## config.mk

```make
export PLATFORM = sky130hd
export DESIGN_NAME = siso_shift_ctrl
export DESIGN_NICKNAME = d
export VERILOG_FILES = /design/src/rtl/siso_ctrl_pkg.sv /design/src/rtl/siso_shift_ctrl_rr_arb2.sv /design/src/rtl/siso_shift_ctrl.sv
export SDC_FILE = /design/constraint.sdc
export NUM_CORES = 1
export LEC_CHECK = 0
export ABC_CLOCK_PERIOD_IN_PS = 1600
export CORE_UTILIZATION = 39
export DETAILED_ROUTE_END_ITERATION = 16
export HOLD_SLACK_MARGIN = 0.02
export PLACE_DENSITY = 0.72
export SYNTH_ARGS = -nofsm -noshare
export SYNTH_HDL_FRONTEND = slang
export SYNTH_SLANG_ARGS = --single-unit
```

## constraint.sdc

```tcl
create_clock -name clk -period 1.6 [get_ports clk]
set_clock_uncertainty 0.05 [all_clocks]
set_input_delay 0.16 -clock clk [delete_from_list [all_inputs] [get_ports clk]]
set_output_delay 0.16 -clock clk [all_outputs]
set_load 0.01 [all_outputs]
```

## src/rtl/siso_ctrl_pkg.sv

```systemverilog
// Shared types for the shift-register controller: FSM state and done_src codes.
package siso_ctrl_pkg;

  typedef enum logic [1:0] {
    IDLE  = 2'd0,
    SHIFT = 2'd1,
    CHECK = 2'd2,
    DONE  = 2'd3
  } state_t;

  localparam logic [1:0] SRC_REQ0   = 2'b01;
  localparam logic [1:0] SRC_REQ1   = 2'b10;
  localparam logic [1:0] SRC_PRESET = 2'b11;

endpackage

```

## src/rtl/siso_shift_ctrl_rr_arb2.sv

```systemverilog
// Two-way round-robin arbiter; after a grant is consumed the other requester is preferred.
module rr_arb2 (
  input  logic       clk,
  input  logic       reset,
  input  logic [1:0] req,
  input  logic       adv,
  output logic [1:0] gnt
);

  // ptr_q = 0 prefers req[0], 1 prefers req[1]
  logic ptr_q;

  always_comb begin
    gnt = 2'b00;
    if (req[0] && (!req[1] || !ptr_q)) begin
      gnt[0] = 1'b1;
    end else if (req[1]) begin
      gnt[1] = 1'b1;
    end
  end

  always_ff @(posedge clk) begin
    if (reset) begin
      ptr_q <= 1'b0;
    end else if (adv) begin
      ptr_q <= gnt[0];
    end
  end

endmodule

```

## src/rtl/siso_shift_ctrl.sv

```systemverilog
// Shares one serial-in shift register between two requesters: arbitrate, shift MSB-first, read back.
// Optional preset path enabled by defining SISO_CTRL_PRESET_EN.
module siso_shift_ctrl
  import siso_ctrl_pkg::*;
#(
  parameter int WIDTH = 4
) (
  input  logic             clk,
  input  logic             reset,
  input  logic             req0_valid,
  input  logic [WIDTH-1:0] req0_data,
  output logic             req0_ready,
  input  logic             req1_valid,
  input  logic [WIDTH-1:0] req1_data,
  output logic             req1_ready,
  output logic             sr_data_in,
  output logic             sr_enable,
  output logic             sr_set_all_ones,
  input  logic [WIDTH-1:0] sr_data_out,
`ifdef SISO_CTRL_PRESET_EN
  input  logic             preset_req,
`endif
  output logic             busy,
  output logic             done,
  output logic [1:0]       done_src,
  output logic [WIDTH-1:0] result,
  output logic             match
);

  localparam int CNT_W = (WIDTH > 1) ? $clog2(WIDTH) : 1;

  state_t           state_q, state_d;
  logic [CNT_W-1:0] cnt_q;
  logic [CNT_W-1:0] bit_idx;
  logic [WIDTH-1:0] word_q;
  logic [1:0]       src_q;
  logic [WIDTH-1:0] result_q;
  logic             match_q;
  logic [1:0]       arb_gnt;
  logic             arb_adv;
  logic             preset_go;
  logic             idle_open;
  logic             shift_last;

`ifdef SISO_CTRL_PRESET_EN
  assign preset_go = preset_req;
`else
  assign preset_go = 1'b0;
`endif

  // Readies are withheld during reset and while a preset claims the register.
  assign idle_open  = (state_q == IDLE) && !reset && !preset_go;
  assign req0_ready = idle_open && arb_gnt[0];
  assign req1_ready = idle_open && arb_gnt[1];
  assign arb_adv    = req0_ready || req1_ready;

  rr_arb2 u_arb (
    .clk   (clk),
    .reset (reset),
    .req   ({req1_valid, req0_valid}),
    .adv   (arb_adv),
    .gnt   (arb_gnt)
  );

  assign shift_last = (src_q == SRC_PRESET) || (cnt_q == CNT_W'(WIDTH - 1));
  assign bit_idx    = CNT_W'(WIDTH - 1) - cnt_q;

  always_comb begin
    state_d = state_q;
    case (state_q)
      IDLE:    if (preset_go || arb_adv) state_d = SHIFT;
      SHIFT:   if (shift_last) state_d = CHECK;
      CHECK:   state_d = DONE;
      DONE:    state_d = IDLE;
      default: state_d = IDLE;
    endcase
  end

  always_ff @(posedge clk) begin
    if (reset) begin
      state_q  <= IDLE;
      cnt_q    <= '0;
      src_q    <= 2'b00;
      result_q <= '0;
      match_q  <= 1'b0;
    end else begin
      state_q <= state_d;
      case (state_q)
        IDLE: begin
          cnt_q <= '0;
          if (preset_go) begin
            src_q <= SRC_PRESET;
          end else if (arb_adv) begin
            src_q <= req0_ready ? SRC_REQ0 : SRC_REQ1;
          end
        end
        SHIFT: if (!shift_last) cnt_q <= cnt_q + 1'b1;
        CHECK: begin
          result_q <= sr_data_out;
          match_q  <= (sr_data_out == word_q);
        end
        default: ;
      endcase
    end
  end

  // Expected word is pure data; it is only consumed after being loaded.
  always_ff @(posedge clk) begin
    if (state_q == IDLE) begin
      if (preset_go) begin
        word_q <= '1;
      end else if (req0_ready) begin
        word_q <= req0_data;
      end else if (req1_ready) begin
        word_q <= req1_data;
      end
    end
  end

  assign sr_enable  = (state_q == SHIFT);
  assign sr_data_in = (state_q == SHIFT) && word_q[bit_idx];
`ifdef SISO_CTRL_PRESET_EN
  assign sr_set_all_ones = (state_q == SHIFT) && (src_q == SRC_PRESET);
`else
  assign sr_set_all_ones = 1'b0;
`endif

  assign busy     = (state_q != IDLE);
  assign done     = (state_q == DONE);
  assign done_src = src_q;
  assign result   = result_q;
  assign match    = match_q;

endmodule

```

==> flow_metrics.py <==
metrics = {
    "status": {
        "status": "finished with violations",
        "violations": "negative setup slack",
    },
    "route": {
        "dr_total_vias": 753,
        "wire_per_inst_um": 11.3,
        "ant_nets": 0,
        "route.final.wire_length_um": 1800,
        "drc": 0,
        "via_per_inst": 4.74,
        "first_iter_violations": 7,
        "drt_first_pass_iters": 4,
    },
    "synthesis": {
        "yosys.cell_types.count": 27,
        "synthMostInstantiatedCell": "nor2_1",
        "syn_area_um2": 858,
        "area_share_of_the_largest_cell_type_after_synthesis_pct": 28.0,
        "yosys_warnings": 0,
        "synth_seq_area_share_pct": 42.0,
        "syn_area_cell_um2": 10.3,
        "post_synth_main_area_contributors": "dfxtp_1, edfxtp_1, ha_1",
        "synthFlopType": "dfxtp_1",
        "netlist_instances": 83,
        "async_reset_ff_share_pct": 0,
        "yosys.area.top_type": "dfxtp_1",
        "number_of_synthesized_flops_with_an_enable_pin": 4,
        "synth_commonest_cells": "nor2_1, dfxtp_1, mux2i_1, ha_1, nand2_1",
        "synth_nets": 105,
        "ys_ff_latch": 16,
    },
    "grt": {
        "grt_max_degree": 14,
        "met2_usage_pct": 30.1,
        "globalRouteMet3Util_pct": 2.18,
        "overflow": 0,
        "grt_busiest_layer": "met2",
        "grt_antenna_before_repair": 0,
        "grtUsageTotal_pct": 17.4,
        "grt_first_pass_wirelength_um": 3210,
        "first_global_vias": 766,
        "globalRouteMet1Util_pct": 20.4,
    },
    "power": {
        "p_total_w": 0.00199,
        "power.leakage_nw": 0.599,
        "power_density_mw_per_mm2": 1470,
        "irDropWorstVdd_uv": 966,
    },
    "cts": {
        "clock_tree.buffer_depth": 2,
        "post_cts_hold_buffer_count": 0,
        "number_of_buffers_inserted_during_clock_tree_synthesis": 3,
        "tritoncts": "yes",
        "cts.root.buffer_cell": "clkbuf_4",
        "clk_pin_slew_worst_paths_ps": 100,
        "latest_clock_arrival_within_the_worst_skew_pair_ps": 290,
        "cts_num_sinks": 16,
        "h-tree-depth": 1,
    },
    "layout": {
        "area_growth_syn_to_layout_pct": 57.4,
        "nets": 155,
        "drive_gt1_share_pct": 32.6,
        "diodes": 0,
        "layoutNonFillerInstCount": 159,
    },
    "placed_design": {
        "detailed_place_hpwl_um": 1360,
        "place.detailed.instances": 153,
        "numPortBuffers": 28,
        "gpl.final_weighted_congestion": 0.844,
    },
    "critical_path": {
        "worstPathMaxFanout": 2,
        "element_type_at_the_critical_path_start": "register",
        "r2r_end": "word_q[2]$_DFFE_PP_",
        "crit_required_ps": 1390,
        "critical_path_arrival_ps": 1410,
        "worst-r2r-setup-slack_ps": 60,
        "reg2regPathDepth": 7,
        "critical_path.endpoint_type": "output port",
        "setup.worst_path.class": "reg -> out",
        "crit-reg2reg-launch": "state_q[1]$_SDFFE_PP0P_",
    },
    "sta": {
        "hold_viol": 0,
        "post-route-worst-setup-slack_ps": -24.8,
        "timing.final.crit_period_ps": 1620,
        "max_freq_mhz": 615,
        "finalMaxSlewViolations": 0,
        "final.period_utilization_pct": 102,
        "final-setup-viol-count": 1,
        "grt_setup_unrepaired": "true",
    },
    "die": {
        "core_area_mm2": 0.00202,
        "io_pins": 30,
        "die_h_um": 48.9,
        "die_width_um": 48.9,
        "placementRows": 16,
        "initial_utilization_pct": 42.5,
        "floorplan.die_area_mm2": 0.00239,
    },
    "hold_path": {
        "timing.hold.worst_path_depth": 2,
        "timing.hold.worst.start": "match$_SDFFE_PP0P_",
        "hold_end": "match$_SDFFE_PP0P_",
        "worstHoldPathType": "reg -> reg",
    },
    "run": {
        "cap_violations": 0,
    },
}
==> worst max path at each step <==
stage                                  from                   to  cells past startpoint
detailed placement               req1_valid           req1_ready                      4
CTS                     word_q[3]$_DFFE_PP_           sr_data_in                      3
finish                  word_q[3]$_DFFE_PP_           sr_data_in                      3
global placement                 req1_valid           req1_ready                      4
floorplan           state_q[0]$_SDFFE_PP0P_  word_q[0]$_DFFE_PP_                      6
global route            word_q[3]$_DFFE_PP_           sr_data_in                      3
==> state kept, by name, indices dropped and copies added (netlist names) <==
name / flops
cnt_q: 2
done_src: 2
match: 1
result: 4
state_q: 2
u_arb.ptr_q: 1
word_q: 4
==> worst max-delay path, cell delays in order, from the launching register on <==
cell and delay [ps]:
edfxtp_1 410, mux4_2 460, and2_4 150, buf_6 110
==> report_power, final <==
part	internal, W	switching [W]
Sequential	0.000528	0.0000629
Combinational	0.000667	0.000508
Clock	0.0000907	0.000132
Total	0.00129	0.000703
==> layout make-up <==
cell class | count | area, um2
fillers | 169 | 671
well taps | 27 | 33.8
clock buffers | 3 | 22.5
flip-flops and latches | 16 | 363
repair buffers | 48 | 418
inverters | 5 | 18.8
multi-input cells | 59 | 492
clock inverters | 1 | 3.75
==> cells by family (layout without fill, tap and decap cells) <==
kind of cell             after synthesis  in the layout  share of synthesized area (%)
other                                  1              1                          0.437
XOR/XNOR                               4              4                           4.08
flip-flops                            16             16                           42.0
AND/OR/NAND/NOR                       31             31                           18.7
AO/OA/AOI/OAI                          4              4                           3.06
adder cells (fa/ha/maj)                6              6                           8.75
multiplexers                          13             13                           19.1
buffers and inverters                  8             57                           3.94
==> repair_timing <==
item,4_1_cts,5_1_grt
setup endpoints to repair,10,4
gates resized for setup,19,6
buffers inserted,2,0
pin swaps,2,0
==> stage by stage <==
| step | hold WS (ps) | util, % | setup WS, ps | cell area (um2) | TNS (ps) |
|---|---|---|---|---|---|
| floorplan | 183 | - | 5.24 | 858 | 0 |
| global placement | 424 | 63.9 | -76.2 | 1290 | -277 |
| detailed placement | 437 | 63.9 | -179 | 1290 | -485 |
| CTS | 461 | 66.0 | -45.2 | 1340 | -83.0 |
| global route | 486 | 66.8 | -80.2 | 1350 | -98.2 |
| finish | 453 | 66.8 | -24.8 | 1350 | -24.8 |
==> cells in the final DEF, fill, tap and decap left out, drive strengths merged, types with 4 or more instances in the layout <==
cell type / n
inv: 5
clkdlybuf4s50: 22
mux2: 5
ha: 6
buf: 22
nand2: 6
clkbuf: 4
nor2: 14
mux2i: 7
edfxtp: 4
xor2: 4
dfxtp: 12
==> per-layer routing <==
metal	vias to the layer above	share of wire [%]
li1	379	-
met3	6	2.9
met1	346	44
met4	0	2.8
met5	-	0
met2	22	50
Note: power is estimated with default switching activity, not from simulation.
